==> config.mk <==
export PLATFORM = sky130hd
export DESIGN_NAME = adc_pattern_gen
export DESIGN_NICKNAME = d
export VERILOG_FILES = /design/src/rtl/adc_pattern_pkg.sv /design/src/rtl/adc_pattern_ch.sv /design/src/rtl/adc_pattern_gen.sv
export SDC_FILE = /design/constraint.sdc
export NUM_CORES = 2
export LEC_CHECK = 0
export CAP_MARGIN = 10
export CELL_PAD_IN_SITES_DETAIL_PLACEMENT = 0
export CELL_PAD_IN_SITES_GLOBAL_PLACEMENT = 1
export CORE_ASPECT_RATIO = 1.4
export CORE_UTILIZATION = 48
export CTS_CLUSTER_DIAMETER = 80
export CTS_CLUSTER_SIZE = 25
export DETAILED_ROUTE_END_ITERATION = 8
export GPL_ROUTABILITY_DRIVEN = 0
export PLACE_DENSITY_LB_ADDON = 0.2
export SYNTH_ARGS = -nofsm -noshare
export SYNTH_HDL_FRONTEND = slang
export SYNTH_SLANG_ARGS = --single-unit
==> constraint.sdc <==
create_clock -name clk_i -period 15.44 [get_ports clk_i]
set_input_delay 1.544 -clock clk_i [delete_from_list [all_inputs] [get_ports clk_i]]
set_output_delay 1.544 -clock clk_i [all_outputs]
set_load 0.05 [all_outputs]
==> src/rtl/adc_pattern_pkg.sv <==
// Shared types and constants for the ADC test-pattern generator.
// Holds the waveform mode encoding, LFSR parameters and a rotate helper.
package adc_pattern_pkg;

  typedef enum logic [1:0] {PAT_RAMP, PAT_TRI, PAT_CONST, PAT_NOISE} pat_mode_t;

  localparam logic [15:0] LFSR_SEED = 16'hACE1;
  localparam logic [15:0] LFSR_TAPS = 16'hB400;

  // Rotate a 16-bit word left so each channel sees a decorrelated view of the shared LFSR.
  function automatic logic [15:0] rotl16(input logic [15:0] x, input int unsigned n);
    logic [31:0] t;
    t = {x, x} << (n % 16);
    return t[31:16];
  endfunction

endpackage

==> src/rtl/adc_pattern_ch.sv <==
// One pattern channel: shadow configuration, triangle direction flag and
// next-sample arithmetic, computed two bits wider than the sample so nothing wraps.
module adc_pattern_ch
  import adc_pattern_pkg::*;
#(
  parameter int DW = 14
) (
  input  logic          clk_i,
  input  logic          rst_i,
  input  logic          load_i,
  input  logic          run_i,
  input  logic [1:0]    mode_i,
  input  logic [DW-1:0] lo_i,
  input  logic [DW-1:0] hi_i,
  input  logic [DW-1:0] step_i,
  input  logic [DW-1:0] start_i,
  input  logic [DW-1:0] noise_i,
  output logic [DW-1:0] dat_o
);

  localparam int EW = DW + 2;

  pat_mode_t     r_mode;
  logic [DW-1:0] r_lo;
  logic [DW-1:0] r_hi;
  logic [DW-1:0] r_step;
  logic [DW-1:0] r_start;
  logic [DW-1:0] r_dat;
  logic          r_dir_down;

  logic signed [EW-1:0] w_dat_x;
  logic signed [EW-1:0] w_lo_x;
  logic signed [EW-1:0] w_hi_x;
  logic signed [EW-1:0] w_step_x;
  logic signed [EW-1:0] w_noise_x;
  logic signed [EW-1:0] w_sum_x;
  logic signed [EW-1:0] w_diff_x;
  logic [DW-1:0]        w_dat_next;
  logic                 w_dir_next;

  assign w_dat_x   = {{2{r_dat[DW-1]}}, r_dat};
  assign w_lo_x    = {{2{r_lo[DW-1]}}, r_lo};
  assign w_hi_x    = {{2{r_hi[DW-1]}}, r_hi};
  assign w_step_x  = {2'b00, r_step};
  assign w_noise_x = {{2{noise_i[DW-1]}}, noise_i};
  assign w_sum_x   = w_dat_x + w_step_x;
  assign w_diff_x  = w_dat_x - w_step_x;

  always_comb begin
    w_dat_next = r_dat;
    w_dir_next = r_dir_down;
    if (w_lo_x > w_hi_x) begin
      w_dat_next = r_lo;
    end else begin
      case (r_mode)
        PAT_RAMP: begin
          if (w_dat_x >= w_hi_x)     w_dat_next = r_lo;
          else if (w_sum_x > w_hi_x) w_dat_next = r_hi;
          else                       w_dat_next = w_sum_x[DW-1:0];
        end
        PAT_TRI: begin
          if (!r_dir_down) begin
            if (w_sum_x >= w_hi_x) begin
              w_dat_next = r_hi;
              w_dir_next = 1'b1;
            end else begin
              w_dat_next = w_sum_x[DW-1:0];
            end
          end else begin
            if (w_diff_x <= w_lo_x) begin
              w_dat_next = r_lo;
              w_dir_next = 1'b0;
            end else begin
              w_dat_next = w_diff_x[DW-1:0];
            end
          end
        end
        PAT_CONST: w_dat_next = r_start;
        default: begin
          if (w_noise_x < w_lo_x)      w_dat_next = r_lo;
          else if (w_noise_x > w_hi_x) w_dat_next = r_hi;
          else                         w_dat_next = noise_i;
        end
      endcase
    end
  end

  always_ff @(posedge clk_i) begin
    if (rst_i) begin
      r_mode     <= PAT_RAMP;
      r_lo       <= '0;
      r_hi       <= '0;
      r_step     <= '0;
      r_start    <= '0;
      r_dat      <= '0;
      r_dir_down <= 1'b0;
    end else if (load_i) begin
      r_mode     <= pat_mode_t'(mode_i);
      r_lo       <= lo_i;
      r_hi       <= hi_i;
      r_step     <= step_i;
      r_start    <= start_i;
      r_dat      <= start_i;
      r_dir_down <= 1'b0;
    end else if (run_i) begin
      r_dat      <= w_dat_next;
      r_dir_down <= w_dir_next;
    end
  end

  assign dat_o = r_dat;

endmodule

==> src/rtl/adc_pattern_gen.sv <==
// NCH-channel ADC test-pattern source with a shared Galois LFSR and a
// jittered periodic trigger whose rising edges are counted.
module adc_pattern_gen
  import adc_pattern_pkg::*;
#(
  parameter int NCH = 4,
  parameter int DW  = 14,
  parameter int TW  = 32,
  parameter int JW  = 8
) (
  input  logic              clk_i,
  input  logic              rst_i,
  input  logic              load_i,
  input  logic              run_i,
  input  logic [NCH*2-1:0]  mode_i,
  input  logic [NCH*DW-1:0] lo_i,
  input  logic [NCH*DW-1:0] hi_i,
  input  logic [NCH*DW-1:0] step_i,
  input  logic [NCH*DW-1:0] start_i,
  input  logic [TW-1:0]     trig_per_i,
  input  logic [JW-1:0]     trig_len_i,
  input  logic [JW-1:0]     jit_msk_i,
  output logic [NCH*DW-1:0] dat_o,
  output logic              dat_vld_o,
  output logic              trig_o,
  output logic [31:0]       trig_cnt_o
);

  localparam logic [TW:0] P_ONE = (TW+1)'(1);

  logic [15:0]   r_lfsr;
  logic [TW-1:0] r_per;
  logic [JW-1:0] r_len;
  logic [JW-1:0] r_msk;
  logic [TW:0]   r_cnt;
  logic [TW:0]   r_pcur;
  logic          r_trig;
  logic [31:0]   r_trig_cnt;
  logic          r_vld;

  logic [15:0]   w_lfsr_next;
  logic [TW:0]   w_jit;
  logic [TW:0]   w_per_eff;
  logic [TW:0]   w_len1;
  logic [TW:0]   w_len_eff;
  logic [TW:0]   w_cnt_next;
  logic          w_trig_next;
  logic          w_trig_en;

  genvar gi;
  generate
    for (gi = 0; gi < NCH; gi++) begin : g_ch
      logic [DW-1:0] w_noise;
      assign w_noise = DW'(rotl16(r_lfsr, 3 * gi));

      adc_pattern_ch #(.DW(DW)) u_ch (
        .clk_i   (clk_i),
        .rst_i   (rst_i),
        .load_i  (load_i),
        .run_i   (run_i),
        .mode_i  (mode_i[gi*2 +: 2]),
        .lo_i    (lo_i[gi*DW +: DW]),
        .hi_i    (hi_i[gi*DW +: DW]),
        .step_i  (step_i[gi*DW +: DW]),
        .start_i (start_i[gi*DW +: DW]),
        .noise_i (w_noise),
        .dat_o   (dat_o[gi*DW +: DW])
      );
    end
  endgenerate

  assign w_lfsr_next = {1'b0, r_lfsr[15:1]} ^ (r_lfsr[0] ? LFSR_TAPS : 16'h0000);
  assign w_trig_en   = (r_per != '0);

  // The period is only resampled at count 0; mid-period it comes from r_pcur.
  always_comb begin
    w_jit     = (TW+1)'(r_lfsr[JW-1:0] & r_msk);
    w_per_eff = (r_cnt == '0) ? ({1'b0, r_per} + w_jit) : r_pcur;
    w_len1    = (r_len == '0) ? P_ONE : (TW+1)'(r_len);
    if (w_per_eff <= P_ONE)
      w_len_eff = P_ONE;
    else if (w_len1 > w_per_eff - P_ONE)
      w_len_eff = w_per_eff - P_ONE;
    else
      w_len_eff = w_len1;
    w_cnt_next  = (r_cnt >= w_per_eff - P_ONE) ? '0 : r_cnt + P_ONE;
    w_trig_next = w_trig_en && (r_cnt < w_len_eff);
  end

  always_ff @(posedge clk_i) begin
    if (rst_i) begin
      r_lfsr     <= LFSR_SEED;
      r_per      <= '0;
      r_len      <= '0;
      r_msk      <= '0;
      r_cnt      <= '0;
      r_pcur     <= '0;
      r_trig     <= 1'b0;
      r_trig_cnt <= '0;
      r_vld      <= 1'b0;
    end else begin
      r_vld <= run_i;
      if (load_i) begin
        r_per      <= trig_per_i;
        r_len      <= trig_len_i;
        r_msk      <= jit_msk_i;
        r_cnt      <= '0;
        r_pcur     <= '0;
        r_trig     <= 1'b0;
        r_trig_cnt <= '0;
      end else if (run_i) begin
        r_lfsr <= w_lfsr_next;
        if (w_trig_en) begin
          r_cnt  <= w_cnt_next;
          r_pcur <= w_per_eff;
        end
        r_trig <= w_trig_next;
        if (w_trig_next && !r_trig)
          r_trig_cnt <= r_trig_cnt + 32'd1;
      end else begin
        r_trig <= 1'b0;
      end
    end
  end

  assign dat_vld_o  = r_vld;
  assign trig_o     = r_trig;
  assign trig_cnt_o = r_trig_cnt;

endmodule

==> metrics.cfg <==
[placement]
hpwl_mm = 115
post-place-ws_ns = 5.90
port_buffers = 373
placed_area_sq_mm = 0.0454

[die]
die_area_sq_mm = 0.0858
initial_utilization_pct = 48.7
die_y_microns = 346
num_rows = 125
die_w_microns = 248
core_sq_mm = 0.0834
num_io_pins = 374

[sta]
slew_headroom_pct = 18.5
grt_setup_unrepaired = no
period_share_pct = 63.5
fin_crit_ns = 9.80
timing.setup.tns_ns = 0
tightestPinTransition_ns = 1.22
max_freq_mhz = 102
finalHoldViolations = 0
finalMaxSlewViolations = 0
finalClockSkew_ns = 0.0307
finalSetupViolCount = 0
layout_setup_ws_ns = 5.64

[clock_tree]
cts_buffers = 31
clk_pin_slew_ns = 0.10
insertion_delay_ns = 0.69
tritoncts = built
htree_num_levels = 1
cts_sinks = 456
cts_resized = 0
cts_setup_buffers = 0
cts_hold_buffers = 0
cts_root_buffer = clkbuf_16
cts_buffer_depth = 3

[yosys]
syn_avg_cell_area_sq_um = 7.96
ys_seq_area_share_pct = 22.5
synth_ff_type = dfxtp_1
ys_ff_latch = 456
synth_top_family_by_area = compound AO/OA/AOI/OAI gates
synth_cells = 5105
synth_edf_count = 0
synthDistinctLibCells = 100
syn_area_sq_mm = 0.0406
synthMuxAreaShare_pct = 10.4
async_flop_share_pct = 0
synth-xor-area-share_pct = 3.92
synthAdderAreaFrac_pct = 17.4
synth_compound_area_share_pct = 21.2
yosysWarnings = 0
synthSimpleGateAreaFrac_pct = 19.0

[critical_path]
crit_path_start_kind = register
path_max_fanout = 34
critPathBufInv = 4
cpPeakStageDelay_ns = 0.71
cp.arrival_ns = 10.40
cp_slowest_cell = a2111oi_1
crit_required_ns = 16.04
rrSetupSlack_ns = 5.64
cp-end-kind = register
cp_top_family = simple AND/OR/NAND/NOR gates
crit_type = reg2reg
crit_path_frequent_cell = a21o_1

[route]
via_count = 39500
final_antenna_net_count = 0
drc = 0
drtIter0Drc = 2818
drt_first_pass_iters = 6
avgRoutedWirePerCell_microns = 23.2
totalWireLength_mm = 150
via_per_inst = 6.13

[run]
maxCapViolCount = 0

[global_routing]
grt_antenna_before_repair = 7
grt.overflow.total = 0
grt_max_degree = 112
grt_util_all_layers_pct = 34.1
grt_pass1_wl_mm = 227
grt_pass1_vias = 38400

[run_status]
run_status = finished, final reports clean

[min_path]
worstHoldPathType = reg2reg

[final_layout]
area_growth_pct = 14.5
final_core_util_pct = 55.8
stdcell_area_sq_mm = 0.0465
nets = 6186
nFillCells = 8062
drive_gt1_share_pct = 4.27

[power]
power.switching_w = 0.00192
power_density_mw_per_mm2 = 95.5
p_sw_share_pct = 43.1
seq_power_share_pct = 30.7
ir_drop_v = 0.000104
power_frac_clock_pct = 21.9
combPwrFrac_pct = 47.4
leakage_nw = 19.6
p_int_w = 0.00252

[sequential cells by signal, summed over array words and instances (netlist names), 4 cells and up]
register	cells
r_per	32
r_msk	8
g_ch.u_ch.r_hi	56
trig_cnt_o	32
g_ch.u_ch.r_step	56
g_ch.u_ch.dat_o	56
g_ch.u_ch.r_start	56
r_pcur	33
g_ch.u_ch.r_lo	56
r_cnt	33
r_len	8
g_ch.u_ch.r_dir_down	4
g_ch.u_ch.r_mode	8
r_lfsr	16
[cell usage in the layout, fill, tap and decap left out, types with 33 or more instances in the layout]
cell | synthesis | routed
mux2i_1 | 363 | 363
nand4_1 | 109 | 109
nand3_1 | 94 | 94
clkdlybuf4s50_1 | 0 | 370
buf_4 | 0 | 63
inv_1 | 329 | 329
xor2_1 | 75 | 75
o21ai_0 | 195 | 193
o211ai_1 | 79 | 79
xnor2_1 | 107 | 107
dfxtp_1 | 456 | 456
nand2_1 | 326 | 326
or3_1 | 34 | 34
nor3_1 | 85 | 85
or4_1 | 34 | 34
nand2b_1 | 98 | 98
mux2_2 | 39 | 39
nor2b_1 | 75 | 74
a31oi_1 | 38 | 37
a21oi_1 | 396 | 394
nor2_1 | 577 | 574
o31ai_1 | 48 | 47
o21a_1 | 61 | 61
a22oi_1 | 34 | 34
a21o_1 | 113 | 113
nor4_1 | 33 | 33
ha_1 | 550 | 550
a211oi_1 | 49 | 48
[Yosys cell counts (38+ instances only)]
cell type	number	share of area, %
nand4_1	109	1.7
xnor2_1	107	2.3
o21a_1	61	1.1
mux2i_1	363	8.9
dfxtp_1	456	22
a211oi_1	49	0.91
nor2_1	577	5.3
o31ai_1	48	0.89
o21ai_0	195	2.4
a21o_1	113	2.1
xor2_1	75	1.6
o211ai_1	79	1.5
a21oi_1	396	4.9
nand3_1	94	1.2
a31oi_1	38	0.59
ha_1	550	17
clkbuf_1	200	1.8
nor2b_1	75	1.2
nand2_1	326	3.0
nand2b_1	98	1.5
buf_1	39	0.36
mux2_2	39	1.1
nor3_1	85	1.0
inv_1	329	3.0
[power groups by stage]
| stage | Sequential [W] | Clock, W | Combinational (W) |
|---|---|---|---|
| finish | 0.00136 | 0.000974 | 0.00211 |
| global route | 0.00137 | 0.00104 | 0.00230 |
| CTS | 0.00136 | 0.000998 | 0.00207 |
| detailed placement | 0.00139 | 0 | 0.00206 |
| global placement | 0.00139 | 0 | 0.00204 |
| floorplan | 0.00139 | 0 | 0.00142 |
[worst reg2reg max path: cells and delay by family (launching register included)]
family                   cells  cell delay, ns
AND/OR/NAND/NOR             11            4.11
multiplexers                 1            0.34
adder cells (fa/ha/maj)      3            0.71
buffers and inverters        4            1.01
AO/OA/AOI/OAI               15            3.19
flip-flops                   1            0.34
[layout make-up]
type,instances,area (sq um),area share (%)
Tap cell,1079,1350,2.90
Clock inverter,24,339,0.729
Antenna cell,2,5.00,0.0108
Multi-Input combinational cell,4085,29400,63.3
Timing Repair Buffer,437,4230,9.10
Inverter,332,1250,2.68
Sequential cell,456,9130,19.6
Clock buffer,33,783,1.68
[final timing paths]
check / from / to / cells after the start
worst min register to register: r_pcur[16]$_SDFFE_PP0P_ / r_pcur[16]$_SDFFE_PP0P_ / 2
worst max register to register: r_cnt[0]$_SDFFE_PP0P_ / trig_cnt_o[21]$_SDFFE_PP0P_ / 34
worst max-delay path: r_cnt[0]$_SDFFE_PP0P_ / trig_cnt_o[21]$_SDFFE_PP0P_ / 34
worst min-delay path: r_pcur[16]$_SDFFE_PP0P_ / r_pcur[16]$_SDFFE_PP0P_ / 2
[layer usage]
| layer | track usage [%] | wire (microns) | vias to the layer above |
|---|---|---|---|
| met5 | 0 | 64 | - |
| met4 | 21.8 | 10700 | 10 |
| met3 | 4.30 | 8130 | 503 |
| met2 | 59.5 | 72700 | 1444 |
| met1 | 38.5 | 58000 | 18600 |
| li1 | - | - | 19000 |
[per-stage QoR]
step	power [W]	cells	hold slack, ns
2_1_floorplan	0.00281	5129	0.431
3_3_place_gp	0.00343	6389	0.449
3_5_place_dp	0.00345	6389	0.450
4_1_cts	0.00443	6446	0.468
5_1_grt	0.00471	6447	0.490
6_report	0.00444	6448	0.468
[cell families (layout without fill, tap and decap cells)]
| family | Yosys count | count (layout) |
|---|---|---|
| simple gates | 1602 | 1602 |
| compound gates | 1307 | 1307 |
| buf+inv | 588 | 826 |
| fa+ha+maj | 559 | 559 |
| flops | 456 | 456 |
| mux | 410 | 410 |
| xor+xnor | 182 | 182 |
| other cells | 1 | 27 |
(Power assumes the default switching activity.)
